<file path="config.mk">
export PLATFORM = sky130hd
export DESIGN_NAME = imem_loader_flat
export DESIGN_NICKNAME = d
export VERILOG_FILES = /design/src/rtl/imem_loader_pkg.sv /design/src/rtl/imem_loader_if.sv /design/src/rtl/imem_loader_byte_packer.sv /design/src/rtl/imem_loader.sv /design/src/flat_wrapper.sv
export SDC_FILE = /design/constraint.sdc
export NUM_CORES = 1
export LEC_CHECK = 0
export CAP_MARGIN = 10
export CORE_ASPECT_RATIO = 1.25
export CORE_UTILIZATION = 57
export CTS_CLUSTER_DIAMETER = 120
export DETAILED_ROUTE_END_ITERATION = 10
export PLACE_DENSITY = 0.88
export SLEW_MARGIN = 20
export SYNTH_ARGS = -nofsm -noshare
export SYNTH_HDL_FRONTEND = slang
export SYNTH_HIERARCHICAL = 1
export SYNTH_SLANG_ARGS = --single-unit
</file>
<file path="constraint.sdc">
create_clock -name i_clk -period 5.1 [get_ports i_clk]
set_input_delay 1.53 -clock i_clk [delete_from_list [all_inputs] [get_ports i_clk]]
set_output_delay 1.53 -clock i_clk [all_outputs]
set_load 0.005 [all_outputs]
</file>
<file path="src/rtl/imem_loader_pkg.sv">
// Shared pipeline definitions for the instruction-memory loader and the IF stage.
// Holds the word/byte geometry, the halt encoding and the loader state encoding.
package imem_loader_pkg;

    localparam int unsigned INST_SZ_DEF   = 32;
    localparam int unsigned BYTE_SZ_DEF   = 8;
    localparam logic [31:0] HALT_INST_DEF = 32'hFFFF_FFFF;

    typedef enum logic [2:0] {
        StIdle  = 3'd0,
        StRecv  = 3'd1,
        StWrite = 3'd2,
        StDone  = 3'd3,
        StErr   = 3'd4
    } load_state_e;

endpackage

</file>
<file path="src/rtl/imem_loader_if.sv">
// Byte-stream input and instruction-memory write side of the program loader.
// The master modport is the host/stream side, the slave modport is the loader.
interface imem_loader_if
    import imem_loader_pkg::*;
#(
    parameter int unsigned INST_SZ = INST_SZ_DEF,
    parameter int unsigned BYTE_SZ = BYTE_SZ_DEF,
    parameter int unsigned ADDR_SZ = 10
);

    logic               i_start;
    logic [BYTE_SZ-1:0] i_byte;
    logic               i_byte_valid;
    logic               o_byte_ready;
    logic               o_wr_en;
    logic [ADDR_SZ-1:0] o_wr_addr;
    logic [INST_SZ-1:0] o_wr_data;
    logic               o_busy;
    logic               o_done;
    logic               o_overflow;
    logic [ADDR_SZ:0]   o_inst_count;

    modport master (
        output i_start, i_byte, i_byte_valid,
        input  o_byte_ready, o_wr_en, o_wr_addr, o_wr_data,
        input  o_busy, o_done, o_overflow, o_inst_count
    );

    modport slave (
        input  i_start, i_byte, i_byte_valid,
        output o_byte_ready, o_wr_en, o_wr_addr, o_wr_data,
        output o_busy, o_done, o_overflow, o_inst_count
    );

endinterface

</file>
<file path="src/rtl/imem_loader_byte_packer.sv">
// Packs stream bytes little-endian into an instruction word.
// o_word_next is the word including the byte accepted this cycle.
module imem_loader_byte_packer #(
    parameter int unsigned INST_SZ = 32,
    parameter int unsigned BYTE_SZ = 8
) (
    input  logic               i_clk,
    input  logic               i_reset,
    input  logic               i_clear,
    input  logic               i_accept,
    input  logic [BYTE_SZ-1:0] i_byte,
    output logic [INST_SZ-1:0] o_word_next,
    output logic               o_word_complete
);

    localparam int unsigned NumBytes = INST_SZ / BYTE_SZ;
    localparam int unsigned IdxW     = (NumBytes > 1) ? $clog2(NumBytes) : 1;
    localparam logic [IdxW-1:0] LastIdx = IdxW'(NumBytes - 1);

    logic [IdxW-1:0]    idx_q, idx_d;
    logic [INST_SZ-1:0] word_q, word_d;

    always_comb begin
        word_d = word_q;
        idx_d  = idx_q;
        if (i_clear) begin
            idx_d = '0;
        end else if (i_accept) begin
            word_d[idx_q*BYTE_SZ +: BYTE_SZ] = i_byte;
            idx_d = (idx_q == LastIdx) ? '0 : idx_q + 1'b1;
        end
    end

    always_ff @(posedge i_clk) begin
        if (i_reset) begin
            idx_q  <= '0;
            word_q <= '0;
        end else begin
            idx_q  <= idx_d;
            word_q <= word_d;
        end
    end

    assign o_word_next     = word_d;
    assign o_word_complete = i_accept && !i_clear && (idx_q == LastIdx);

endmodule

</file>
<file path="src/rtl/imem_loader.sv">
// Instruction-memory program loader: packs a byte stream into words, writes them from
// address 0 up until the halt word or a full memory, and holds the PC off while busy.
module imem_loader
    import imem_loader_pkg::*;
#(
    parameter int unsigned        INST_SZ   = INST_SZ_DEF,
    parameter int unsigned        BYTE_SZ   = BYTE_SZ_DEF,
    parameter int unsigned        ADDR_SZ   = 10,
    parameter logic [INST_SZ-1:0] HALT_INST = INST_SZ'(HALT_INST_DEF)
) (
    input logic          i_clk,
    input logic          i_reset,
    imem_loader_if.slave bus
);

    load_state_e        state_q, state_d;
    logic [ADDR_SZ-1:0] addr_q, addr_d;
    logic [ADDR_SZ:0]   count_q, count_d;
    logic [INST_SZ-1:0] wr_data_q, wr_data_d;
    logic [INST_SZ-1:0] word_next;
    logic               word_complete;
    logic               accept;
    logic               clear;

    assign accept = (state_q == StRecv) && bus.i_byte_valid;
    // The packer index restarts whenever a new load is (re)armed.
    assign clear  = (state_q == StIdle) ||
                    (bus.i_start && ((state_q == StDone) || (state_q == StErr)));

    imem_loader_byte_packer #(
        .INST_SZ (INST_SZ),
        .BYTE_SZ (BYTE_SZ)
    ) u_byte_packer (
        .i_clk           (i_clk),
        .i_reset         (i_reset),
        .i_clear         (clear),
        .i_accept        (accept),
        .i_byte          (bus.i_byte),
        .o_word_next     (word_next),
        .o_word_complete (word_complete)
    );

    always_comb begin
        state_d   = state_q;
        addr_d    = addr_q;
        count_d   = count_q;
        wr_data_d = wr_data_q;
        unique case (state_q)
            StIdle: begin
                addr_d  = '0;
                count_d = '0;
                if (bus.i_start) state_d = StRecv;
            end
            StRecv: begin
                if (word_complete) begin
                    wr_data_d = word_next;
                    state_d   = StWrite;
                end
            end
            StWrite: begin
                count_d = count_q + 1'b1;
                if (wr_data_q == HALT_INST) begin
                    state_d = StDone;
                end else if (addr_q == '1) begin
                    state_d = StErr;
                end else begin
                    addr_d  = addr_q + 1'b1;
                    state_d = StRecv;
                end
            end
            StDone, StErr: begin
                if (bus.i_start) begin
                    addr_d  = '0;
                    count_d = '0;
                    state_d = StRecv;
                end
            end
            default: state_d = StIdle;
        endcase
    end

    always_ff @(posedge i_clk) begin
        if (i_reset) begin
            state_q   <= StIdle;
            addr_q    <= '0;
            count_q   <= '0;
            wr_data_q <= '0;
        end else begin
            state_q   <= state_d;
            addr_q    <= addr_d;
            count_q   <= count_d;
            wr_data_q <= wr_data_d;
        end
    end

    assign bus.o_byte_ready = (state_q == StRecv);
    assign bus.o_wr_en      = (state_q == StWrite);
    assign bus.o_wr_addr    = addr_q;
    assign bus.o_wr_data    = wr_data_q;
    assign bus.o_busy       = (state_q == StRecv) || (state_q == StWrite);
    assign bus.o_done       = (state_q == StDone);
    assign bus.o_overflow   = (state_q == StErr);
    assign bus.o_inst_count = count_q;

endmodule

</file>
<file path="src/flat_wrapper.sv">
// flat-port wrapper written by rule: the top's interface ports become plain ports
module imem_loader_flat import imem_loader_pkg::*;
#(
    parameter int unsigned        INST_SZ   = INST_SZ_DEF,
    parameter int unsigned        BYTE_SZ   = BYTE_SZ_DEF,
    parameter int unsigned        ADDR_SZ   = 10,
    parameter logic [INST_SZ-1:0] HALT_INST = INST_SZ'(HALT_INST_DEF)
)
  (i_clk, i_reset, bus_i_start, bus_i_byte, bus_i_byte_valid, bus_o_byte_ready, bus_o_wr_en, bus_o_wr_addr, bus_o_wr_data, bus_o_busy, bus_o_done, bus_o_overflow, bus_o_inst_count);
  imem_loader_if #(.INST_SZ(INST_SZ), .BYTE_SZ(BYTE_SZ), .ADDR_SZ(ADDR_SZ)) bus_i ();
  input logic i_clk;
  input logic i_reset;
  input wire logic [$bits(bus_i.i_start)-1:0] bus_i_start;
  input wire logic [$bits(bus_i.i_byte)-1:0] bus_i_byte;
  input wire logic [$bits(bus_i.i_byte_valid)-1:0] bus_i_byte_valid;
  output wire logic [$bits(bus_i.o_byte_ready)-1:0] bus_o_byte_ready;
  output wire logic [$bits(bus_i.o_wr_en)-1:0] bus_o_wr_en;
  output wire logic [$bits(bus_i.o_wr_addr)-1:0] bus_o_wr_addr;
  output wire logic [$bits(bus_i.o_wr_data)-1:0] bus_o_wr_data;
  output wire logic [$bits(bus_i.o_busy)-1:0] bus_o_busy;
  output wire logic [$bits(bus_i.o_done)-1:0] bus_o_done;
  output wire logic [$bits(bus_i.o_overflow)-1:0] bus_o_overflow;
  output wire logic [$bits(bus_i.o_inst_count)-1:0] bus_o_inst_count;
  assign bus_i.i_start = bus_i_start;
  assign bus_i.i_byte = bus_i_byte;
  assign bus_i.i_byte_valid = bus_i_byte_valid;
  assign bus_o_byte_ready = bus_i.o_byte_ready;
  assign bus_o_wr_en = bus_i.o_wr_en;
  assign bus_o_wr_addr = bus_i.o_wr_addr;
  assign bus_o_wr_data = bus_i.o_wr_data;
  assign bus_o_busy = bus_i.o_busy;
  assign bus_o_done = bus_i.o_done;
  assign bus_o_overflow = bus_i.o_overflow;
  assign bus_o_inst_count = bus_i.o_inst_count;
  imem_loader #(.INST_SZ(INST_SZ), .BYTE_SZ(BYTE_SZ), .ADDR_SZ(ADDR_SZ), .HALT_INST(HALT_INST)) u_core (.i_clk(i_clk), .i_reset(i_reset), .bus(bus_i));
endmodule
</file>
==> impl_metrics.toml <==
[power]
sw_frac_of_total_pct = 24.2
p_seq_share_pct = 55.8
power.internal_uw = 962
p_switching_uw = 306
clkPwrFrac_pct = 39.0
pwr_density_cell_nw_per_um2 = 254
power.leakage_nw = 1.86
combinationalPowerShare_pct = 5.3
max-vdd-ir-drop_uv = 185

[synthesis]
synth_edf_count = 0
synth-main-ff-cell = "dfxtp_1"
synth.avg_cell_area_um2 = 8.08
syn_nets = 532
synth_area_um2 = 4140
ys_seq_area_share_pct = 43.6
syn_inst = 512
ys_types = 53
synth_async_sr_flop_share_pct = 0
ys_seq_elements = 90
ys_warn_count = 6

[layout]
finalNetCount = 586
fill_cells = 555
fin_area_um2 = 5000
drive_gt1_share_pct = 6.65
syn2layout_area_growth_pct = 20.9
diodes = 0

[clocking]
clock-sinks = 90
clk_pin_slew_ns = 0.09
ctsHoldBuffers = 0
ctsResizeCount = 0
cts_setup_buffers = 0
cts_root_buf = "clkbuf_8"
cts_max_level = 3
cts_made_buffers = 9
tritoncts = "yes"
cts.path.max_buffers = 2
clkLatencyLatePin_ns = 0.36

[critical_path]
worstPathMaxFanout = 17
cp-end-kind = "flop"
r2r_end = "u_core/state_q[1]"
cp_slowest_cell = "clkdlybuf4s50_1"
path_cells = "clkdlybuf4s50_1 > inv_1 > nor2_1 > or2_2 > nor2b_1 > and2_1 > nand2_1 > buf_4 > o21ai_0 > nand3b_1 > a21oi_1"
critPathLaunchType = "input port"
crit_type = "in2reg"
critPathArrivalTime_ns = 3.96
cp_data_required_time_ns = 5.39
max_stage_delay_ns = 0.50
reg2reg_from = "u_core/state_q[0]"
reg2regPathDepth = 9
regToRegSetupSlack_ns = 2.38

[placement]
port-buffer-count = 69
dp_hpwl_um = 7210
postPlaceCellArea_um2 = 4800
gp_congestion = 0.926

[floorplan]
dieArea_um2 = 7600
die_h_um = 97.2
dieWidth_um = 78.2
ios = 70
initial_utilization_pct = 59.3
row_count = 34
coreArea_um2 = 6980

[global_routing]
overflow = 0
grt_first_pass_wirelength_um = 16400
grt_max_degree = 76
grt_pass1_vias = 3526
antenna_found_initial = 0
grt_util_all_layers_pct = 27.1

[detailed_routing]
vias = 3920
drc = 0
drtPass1Iterations = 5
ant_nets = 0
wl_per_cell_um = 15.5
vias_per_cell = 5.93
drt-initial-drc-count = 197
drt-total-wl_um = 10200

[sta]
slew_viol_final = 0
period_needed_ns = 3.67
period_share_pct = 72.0
grt_setup_unrepaired = "no"
setup_violations = 0
maxClockFrequency_mhz = 272
setup_tns_ns = 0
skew_ns = 0.00827
maxSlewHeadroom_pct = 50.8
worst-slew-pin-transition_ns = 0.738
hold_viol = 0

[job]
cap_violations = 0

[min_path]
min_from = "u_core/u_byte_packer/word_q[11]"
min_to = "u_core/u_byte_packer/word_q[11]"
hp-class = "reg2reg"
min_path_cells = 2

[status]
outcome = "complete, no violations"
[cell usage after synthesis (7+ instances only)]
master	number	share of area (%)
a21oi_1	63	7.6
a32oi_1	10	2.1
and2_1	16	2.4
buf_2	7	0.85
clkbuf_1	15	1.4
dfxtp_1	90	44
ha_1	8	2.4
inv_1	17	1.5
nand2_1	123	11
nand3_1	11	1.3
nand4_1	32	4.8
nor2_1	26	2.4
[state kept, by name (all words and copies together) (netlist names)]
register and count:
u_core/bus.o_inst_count 11, u_core/u_byte_packer/word_q 32, u_core/u_byte_packer/idx_q 2, u_core/bus.o_wr_data 32
u_core/state_q 3, u_core/bus.o_wr_addr 10
[power groups by stage]
stage / combinational, mW / sequential (mW) / clock (mW)
final: 0.0670 / 0.707 / 0.494
after global placement: 0.0643 / 0.723 / 0
after CTS: 0.0662 / 0.707 / 0.500
after floorplan: 0.0441 / 0.722 / 0
after detailed placement: 0.0659 / 0.723 / 0
after global routing: 0.0721 / 0.708 / 0.533
[cells in the final DEF, fill, tap and decap left out, drive strengths merged, types with 2 or more instances in the layout]
cell type,n
nand2,123
dfxtp,90
clkdlybuf4s50,68
a21oi,65
nand4,32
nor2,26
inv,20
and2,16
nand3,12
a32oi,10
clkbuf,9
ha,8
nor3,6
xor2,6
o21ai,6
or3,5
and3,5
nand3b,5
buf,5
nor2b,4
nor4,4
o211ai,4
or2,4
a31oi,4
o21a,4
mux2i,3
a41oi,3
clkinv,3
nor3b,2
a32o,2
nand2b,2
nand4b,2
or4,2
[worst max-delay path by stage]
stage	from	to	slack, ns
floorplan	bus_i_start	u_core/bus.o_wr_data[1]	1.85
global placement	bus_i_start	u_core/state_q[1]	1.20
detailed placement	bus_i_start	u_core/state_q[1]	1.10
CTS	bus_i_start	u_core/state_q[1]	1.47
global route	bus_i_start	u_core/state_q[1]	1.17
finish	bus_i_start	u_core/state_q[1]	1.43
[cell families after synthesis]
kind of cell / Yosys count / synth area share (%)
flip-flops: 90 / 43.6
multiplexers: 3 / 0.726
buffers and inverters: 48 / 5.60
AO/OA/AOI/OAI: 103 / 15.6
XOR/XNOR: 6 / 1.27
AND/OR/NAND/NOR: 254 / 30.9
adder cells (fa/ha/maj): 8 / 2.42
[final cells by class]
cell class,instances,area [um2],area share [%]
Clock inverter,7,77.6,1.55
Inverter,18,67.6,1.35
Timing Repair Buffer,73,716,14.3
Tap cell,90,113,2.25
Clock buffer,9,124,2.48
Multi-Input combinational cell,374,2100,42.0
Sequential cell,90,1800,36.0
[critical path, delay by kind of cell]
kind / cells / cell delay (ns)
compound gates: 2 / 0.21
buf+inv: 3 / 0.99
simple gates: 6 / 1.24
[metrics by stage]
| step | std cells | util [%] | power (mW) | setup WS (ns) | hold slack (ns) |
|---|---|---|---|---|---|
| 6_report | 661 | 71.7 | 1.27 | 1.43 | 0.469 |
| 5_1_grt | 661 | 71.7 | 1.31 | 1.17 | 0.488 |
| 4_1_cts | 661 | 71.7 | 1.27 | 1.47 | 0.467 |
| 3_5_place_dp | 645 | 68.8 | 0.789 | 1.10 | 0.455 |
| 3_3_place_gp | 645 | 68.8 | 0.787 | 1.20 | 0.448 |
| 2_1_floorplan | 512 | - | 0.767 | 1.85 | 0.440 |
[metal layers]
layer,track usage [%],routed length [um]
met2,45.7,5100
met3,3.66,473
met4,15.8,363
met5,0,0
met1,32.6,4300
Note: power is estimated with default switching activity, not from simulation.
